## src/rtl/grb_pixel_serializer.sv

```systemverilog
// WS2812B pixel serializer: captures R/G/B, applies global brightness, shifts out GRB MSB-first.
// Optional GAMMA_EN macro adds a per-channel gamma ROM stage (load->valid latency 3 instead of 2).
module grb_pixel_serializer #(
  parameter int unsigned COLOR_W  = 8,
  parameter int unsigned BRIGHT_W = 8
) (
  input  logic               clk,
  input  logic               rst_n,
  input  logic               load,
  input  logic [COLOR_W-1:0] red_in,
  input  logic [COLOR_W-1:0] green_in,
  input  logic [COLOR_W-1:0] blue_in,
  input  logic [BRIGHT_W-1:0] brightness,
  input  logic               shift,
  input  logic               clear_err,
  output logic               serial_out,
  output logic               valid,
  output logic [4:0]         bits_left,
  output logic               overrun,
  output logic               underrun
);

  localparam int unsigned NBITS = 3 * COLOR_W;
  localparam int unsigned PROD_W = COLOR_W + BRIGHT_W;

  // c' = (c * (brightness + 1)) >> BRIGHT_W, so full scale passes c unchanged and 0 blanks.
  function automatic logic [COLOR_W-1:0] scale(input logic [COLOR_W-1:0]  c,
                                                input logic [BRIGHT_W-1:0] b);
    logic [BRIGHT_W:0]   mult;
    logic [PROD_W-1:0]   prod;
    mult = {1'b0, b} + {{BRIGHT_W{1'b0}}, 1'b1};
    prod = {{BRIGHT_W{1'b0}}, c} * {{(COLOR_W-1){1'b0}}, mult};
    scale = COLOR_W'(prod >> BRIGHT_W);
  endfunction

  // S1 capture
  logic [COLOR_W-1:0]  s1_r, s1_g, s1_b;
  logic [BRIGHT_W-1:0] s1_bright;
  logic                s1_vld;

  always_ff @(posedge clk or negedge rst_n) begin
    if (!rst_n) begin
      s1_r      <= '0;
      s1_g      <= '0;
      s1_b      <= '0;
      s1_bright <= '0;
      s1_vld    <= 1'b0;
    end else begin
      s1_vld <= load;
      if (load) begin
        s1_r      <= red_in;
        s1_g      <= green_in;
        s1_b      <= blue_in;
        s1_bright <= brightness;
      end
    end
  end

  logic             wr_vld;
  logic [NBITS-1:0] wr_pix;

`ifdef GAMMA_EN
  // S2 registers the scaled channels; the gamma lookup feeds the shift register.
  logic [COLOR_W-1:0] s2_r, s2_g, s2_b;
  logic               s2_vld;
  logic [COLOR_W-1:0] gamma_rom [2**COLOR_W];

  initial begin
    for (int i = 0; i < 2**COLOR_W; i++) begin
      gamma_rom[i] = COLOR_W'($rtoi($pow(real'(i) / real'(2**COLOR_W - 1), 2.2)
                                    * real'(2**COLOR_W - 1) + 0.5));
    end
  end

  always_ff @(posedge clk or negedge rst_n) begin
    if (!rst_n) begin
      s2_r   <= '0;
      s2_g   <= '0;
      s2_b   <= '0;
      s2_vld <= 1'b0;
    end else begin
      s2_vld <= s1_vld;
      if (s1_vld) begin
        s2_r <= scale(s1_r, s1_bright);
        s2_g <= scale(s1_g, s1_bright);
        s2_b <= scale(s1_b, s1_bright);
      end
    end
  end

  always_comb begin
    wr_vld = s2_vld;
    wr_pix = {gamma_rom[s2_g], gamma_rom[s2_r], gamma_rom[s2_b]};
  end
`else
  always_comb begin
    wr_vld = s1_vld;
    wr_pix = {scale(s1_g, s1_bright), scale(s1_r, s1_bright), scale(s1_b, s1_bright)};
  end
`endif

  logic [NBITS-1:0] sreg;
  logic             ov_set;
  logic             ur_set;

  // A shift coinciding with a write only forgives the final bit (bits_left == 1).
  always_comb begin
    ov_set = wr_vld && (shift ? (bits_left > 5'd1) : (bits_left != 5'd0));
    ur_set = shift && !wr_vld && (bits_left == 5'd0);
  end

  always_ff @(posedge clk or negedge rst_n) begin
    if (!rst_n) begin
      sreg      <= '0;
      bits_left <= '0;
      overrun   <= 1'b0;
      underrun  <= 1'b0;
    end else begin
      if (wr_vld) begin
        sreg      <= wr_pix;
        bits_left <= 5'(NBITS);
      end else if (shift && bits_left != 5'd0) begin
        sreg      <= {sreg[NBITS-2:0], 1'b0};
        bits_left <= bits_left - 5'd1;
      end

      if (ov_set) begin
        overrun <= 1'b1;
      end else if (clear_err) begin
        overrun <= 1'b0;
      end

      if (ur_set) begin
        underrun <= 1'b1;
      end else if (clear_err) begin
        underrun <= 1'b0;
      end
    end
  end

  assign serial_out = sreg[NBITS-1];
  assign valid      = (bits_left != 5'd0);

endmodule

```

## config.mk

```make
export PLATFORM = sky130hd
export DESIGN_NAME = grb_pixel_serializer
export DESIGN_NICKNAME = d
export VERILOG_FILES = /design/src/rtl/grb_pixel_serializer.sv
export SDC_FILE = /design/constraint.sdc
export NUM_CORES = 1
export LEC_CHECK = 0
export ABC_AREA = 1
export CAP_MARGIN = 0
export CORE_ASPECT_RATIO = 0.9
export CORE_MARGIN = 1
export CORE_UTILIZATION = 55
export DETAILED_ROUTE_END_ITERATION = 8
export PLACE_DENSITY = 0.74
export SLEW_MARGIN = 40
export SYNTH_ARGS = -nofsm -noshare
export SYNTH_HDL_FRONTEND = slang
export SYNTH_SLANG_ARGS = --single-unit
```

## constraint.sdc

```tcl
create_clock -name clk -period 5.69 [get_ports clk]
set_clock_uncertainty 0.15 [all_clocks]
set_input_delay 1.707 -clock clk [delete_from_list [all_inputs] [get_ports clk]]
set_output_delay 1.707 -clock clk [all_outputs]
set_load 0.05 [all_outputs]
```

# After elaboration in Yosys (flattened, before gate mapping)
# Cells that the tools add are included.
# Widths: inputs -> output; s select.
[totals]
elab_cells = 33
input_bits = 37
reg_bits = 64
[op_classes]
mux = 8
reduce_logical = 10
addsub = 2
multipliers = 3
order_cmp = 1
[op_table]
columns = ["operator", "count"]
rows = [
  ["$mul 8x9->16", 3],
  ["$mux 24", 2],
  ["$mux 5", 2],
  ["$add 8x1->9 const B", 1],
  ["$reduce_bool 2->1", 3],
  ["$gt 5x1->1 const B", 1],
  ["$logic_not 5->1", 1],
  ["$reduce_bool 5->1", 1],
  ["$sub 5x1->5 const B", 1],
  ["$logic_and 1x1->1", 4],
  ["$mux 1", 4],
  ["$logic_not 1->1", 1],
]

# Logic depth before layout (Yosys ltp)
[depth]
ltp_word = 4
depth_mapped = 28
depth_no_buf = 27

# Worst setup path before layout
# Ideal clock, no wire load.
[synth_timing]
kind = "register -> register"
start = "reg s1_bright[0]"
end = "reg sreg[7]"
setup_ns = 0.116
path_stages_with_launch = 23
t_arrival_ns = 4.600
required_ns = 5.424
slack_ns = 0.824
cell_sequence = "dfrtp_1 ha_1 nand2_1 nor2_2 nand2_1 nand2_1 clkbuf_1 nor2_1 fa_1 fa_1 fa_1 inv_1 fa_1 inv_1 ha_1 a21oi_1 o21ai_0 a21oi_1 nand2_1 nand2_1 nand3_1 nand2_1 nand2_1"
[synth_between]
elab_chain_len = 3
[synth_rtl]
columns = ["element", "line", "rtl"]
rows = [
  ["start: declaration", "38", "logic [BRIGHT_W-1:0] s1_bright;"],
  ["start signal: assignment", "54", "s1_bright <= brightness;"],
  ["$add 8x1->9", "31", "mult = {1'b0, b} + {{BRIGHT_W{1'b0}}, 1'b1};"],
  ["$mul 8x9->16", "32", "prod = {{BRIGHT_W{1'b0}}, c} * {{(COLOR_W-1){1'b0}}, mult};"],
  ["$mux 24", "119", "if (wr_vld) begin"],
  ["end signal: assignment", "120", "sreg <= wr_pix;"],
  ["end signal: assignment", "123", "sreg <= {sreg[NBITS-2:0], 1'b0};"],
  ["end: declaration", "102", "logic [NBITS-1:0] sreg;"],
]
# Every way passes these cells.
# A chain may end at the register's enable or synchronous reset.

# Worst setup path in the final report
# Same ends and word-level chain as after synthesis.

==> flow_summary.yaml <==
synthesis:
  ys_ff_latch: 64
  synth_cells: 1312
  post_synth.cell_area_avg_sq_um: 7.319
  yosysSeqAreaShare: 0.1668
  syn_nets: 1569
  ys_warn_count: 0
  yosysTopAreaCellShare: 0.2502
  post-synth-top-area-cell: "fa_1"
  primary_flip_flop_cell_chosen_by_synthesis_mapping: "dfrtp_1"
  postSynth.asyncResetShare: 1.000
  mappedNetlistArea_sq_um: 9603
  synth.lib_cells_used.distinct: 38
  synth_top_cells_by_area: "fa_1, dfrtp_1, ha_1"
  number_of_enable_flip_flop_cells_after_synthesis: 0
clock_tree:
  path_clk_slew_ns: 0.06
  cts_post_setup_buffers_inserted: 0
  root_buffer: "clkbuf_16"
  htree_num_levels: 3
  cts_inserted_buffers: 9
  cts_hold_repair.buffers: 0
  cts_num_sinks: 64
  clockBufferDepth: 2
  clock_tree_from_tritoncts: "built"
  clk-insertion-delay-late_ns: 0.35
floorplanning:
  floorplan.die_area_sq_um: 17990
  starting_density_of_the_core: 0.5666
  die_w_microns: 141.3
  rows: 45
  coreArea_sq_um: 16950
  floorplan.io_pins: 46
  die_height_microns: 127.4
status:
  run_status: "finished, final reports clean"
placed_design:
  port_buffers: 45
  place.gp.congestion: 0.9325
  postPlaceCellArea_sq_um: 10340
  hpwl_microns: 19060
detailed_routing:
  via_count: 8394
  detail_route.wirelength_microns: 23450
  drt_pre_antenna_iters: 5
  topRoutingLayerUsed: "met4"
  drt_iter0_drc: 397
  number_of_nets_with_antenna_violations_after_routing: 0
  routed-wl-met2_microns: 11410
  route.detailed.wl_per_inst_microns: 14.68
  remaining_drc_errors: 0
  wirelength_met1_microns: 9778
  viasPerCell: 5.256
  met3_length_microns: 1209
sta:
  setup_tns_ns: 0
  final_max_slew_viol_count: 0
  layout_worst_path_cycle_share: 0.9356
  rsz0062_at_grt: "no"
  headroom_to_the_max_slew_limit: 0.5276
  max_freq_mhz: 187.8
  finalSetupViolations: 0
  final_hold_viol_count: 0
  finalCriticalPeriod_ns: 5.324
  worstMarginPinSlew_ns: 0.7086
grt:
  grt.total_usage: 0.2900
  grt_max_degree: 39
  first_global_vias: 8759
  grt_pass1_wl_microns: 40680
  grt_antenna_before_repair: 0
  global_route.overflow_total: 0
power:
  p_leak_uw: 0.005953
  power_density_nw_per_um2: 351.6
  finalPower_uw: 3733
  peakVddDrop_mv: 0.2615
worst_setup_path:
  cp.buffers_inverters: 3
  critPathTopFamily: "adder cells"
  worst_setup_path_end_kind: "register"
  critPathMaxStageDelay_ns: 0.57
  timing.critical_path.mode_cell: "nand2_1"
  critical_path_peak_fanout: 18
  critPathLaunchType: "register"
  cp.required_ns: 5.78
  worst_path_max_delay_cell: "fa_1"
  classification_of_the_worst_setup_path: "reg2reg"
  critPathArrivalTime_ns: 5.41
  critical_path_cell_by_cell: "ha_1 -> nand2_1 -> nor2_2 -> nand4_1 -> and2_1 -> inv_2 -> nor2_1 -> fa_1 -> fa_1 -> fa_1 -> inv_1 -> fa_1 -> inv_1 -> ha_1 -> a21oi_1 -> o21ai_0 -> a21oi_1 -> nand2_1 -> nand2_1 -> nand3_1 -> nand2_1 -> nand2_1"
job:
  cap_violations: 0
final_layout:
  antenna-diode-count: 0
  areaGrowthSynthToFinish_pct: 10.54
  stdcell_area_sq_um: 10620
  drive_gt1_frac: 0.04405
  final_nets: 1615
min_path:
  timing.hold.worst.class: "reg2reg"
[cell usage after synthesis, types with 2 or more instances]
master,count
dfrtp_1,64
nand3b_1,2
o21ai_0,68
o21a_1,2
nor2_4,10
buf_6,2
nand2_2,5
nor2_2,2
fa_1,120
inv_2,2
clkbuf_1,19
buf_2,3
xor2_1,4
o22ai_1,6
nor2_1,182
o21bai_1,4
nor3_1,2
nor4_1,6
nand2_1,332
nand3_1,53
inv_1,264
xnor2_1,2
buf_4,2
a21oi_1,40
ha_1,100
nand4_1,2
a21o_1,3
[layout make-up]
| class | count | area, sq um |
|---|---|---|
| Multi-Input combinational cell | 953 | 6854 |
| Fill cell | 1563 | 6332 |
| Sequential cell | 64 | 1604 |
| Inverter | 268 | 1008 |
| Timing Repair Buffer | 62 | 580.6 |
| Tap cell | 235 | 294.0 |
| Clock buffer | 12 | 256.5 |
| Clock inverter | 3 | 17.52 |
[flip-flops by register name, summed over array words and instances (netlist names), 5 cells and up]
register	flops
sreg	24
s1_b	8
s1_bright	8
s1_g	8
s1_r	8
bits_left	5
[cell families (layout without fill, tap and decap cells)]
| kind of cell | after synthesis | in the layout | synth area share |
|---|---|---|---|
| buf+inv | 295 | 345 | 0.1195 |
| flops | 64 | 64 | 0.1668 |
| compound gates | 126 | 126 | 0.06997 |
| fa+ha+maj | 220 | 220 | 0.3805 |
| xor+xnor | 6 | 6 | 0.005472 |
| simple gates | 601 | 601 | 0.2579 |
[cells in the final DEF (no fill, tap or decap), types with 2 or more instances in the layout]
| cell type | instances |
|---|---|
| nand3b_1 | 2 |
| o22ai_1 | 6 |
| clkbuf_8 | 2 |
| o21a_1 | 2 |
| inv_2 | 2 |
| nor2_4 | 10 |
| clkdlybuf4s50_1 | 43 |
| nand2_2 | 5 |
| clkinv_2 | 2 |
| dfrtp_2 | 2 |
| buf_4 | 16 |
| dfrtp_1 | 62 |
| nor2_1 | 182 |
| nand4_1 | 2 |
| o21ai_0 | 68 |
| xnor2_1 | 2 |
| nor2_2 | 2 |
| clkbuf_16 | 9 |
| nand3_1 | 53 |
| nand2_1 | 332 |
| nor4_1 | 6 |
| nor3_1 | 2 |
| a21o_1 | 3 |
| ha_1 | 100 |
| o21bai_1 | 4 |
| a21oi_1 | 40 |
| xor2_1 | 4 |
| fa_1 | 120 |
| buf_2 | 2 |
| inv_1 | 264 |
[metrics by stage]
step	instances	worst slack [ns]	utilization	hold WS (ns)
after floorplan	1312	0.8239	-	0.2992
after global placement	1582	0.4393	0.6100	0.3146
after detailed placement	1582	0.2646	0.6100	0.3140
after CTS	1597	0.2533	0.6262	0.3292
after global routing	1597	0.003531	0.6264	0.3568
final	1597	0.3665	0.6264	0.3248
[worst min-delay path, stage by stage, from the launching register on]
cell and delay, ns:
dfrtp_1 0.34, nand2_1 0.05, nand2_1 0.05
[what timing repair did]
item                                   CTS  global route
endpoints found under the hold margin    0             0
setup endpoints to repair                0             7
resized for setup                        0             1
[path summary, 6_finish.rpt]
kind / startpoint / endpoint / slack [ns] / depth (start not counted)
worst min register to register: sreg[11] / sreg[11] / 0.32 / 2
max in group asynchronous: rst_n / s1_bright[0] / 3.15 / 2
worst max register to register: s1_bright[0] / sreg[7] / 0.37 / 22
min in group asynchronous: rst_n / sreg[9] / 1.25 / 1
worst max-delay path: s1_bright[0] / sreg[7] / 0.37 / 22
worst min-delay path: sreg[11] / sreg[11] / 0.32 / 2
[power breakdown]
part / internal [uW] / switching, uW
clock network: 315 / 215
registers: 555 / 66.9
logic: 953 / 1630
total: 1820 / 1910
[layer usage]
metal  vias up  global-route usage
met3        67             0.04198
met2       244              0.5070
met4         0              0.1464
li1       4077                   -
met1      4006              0.3506
met5         -                   0
No activity file was read; power rests on OpenSTA's default activity.
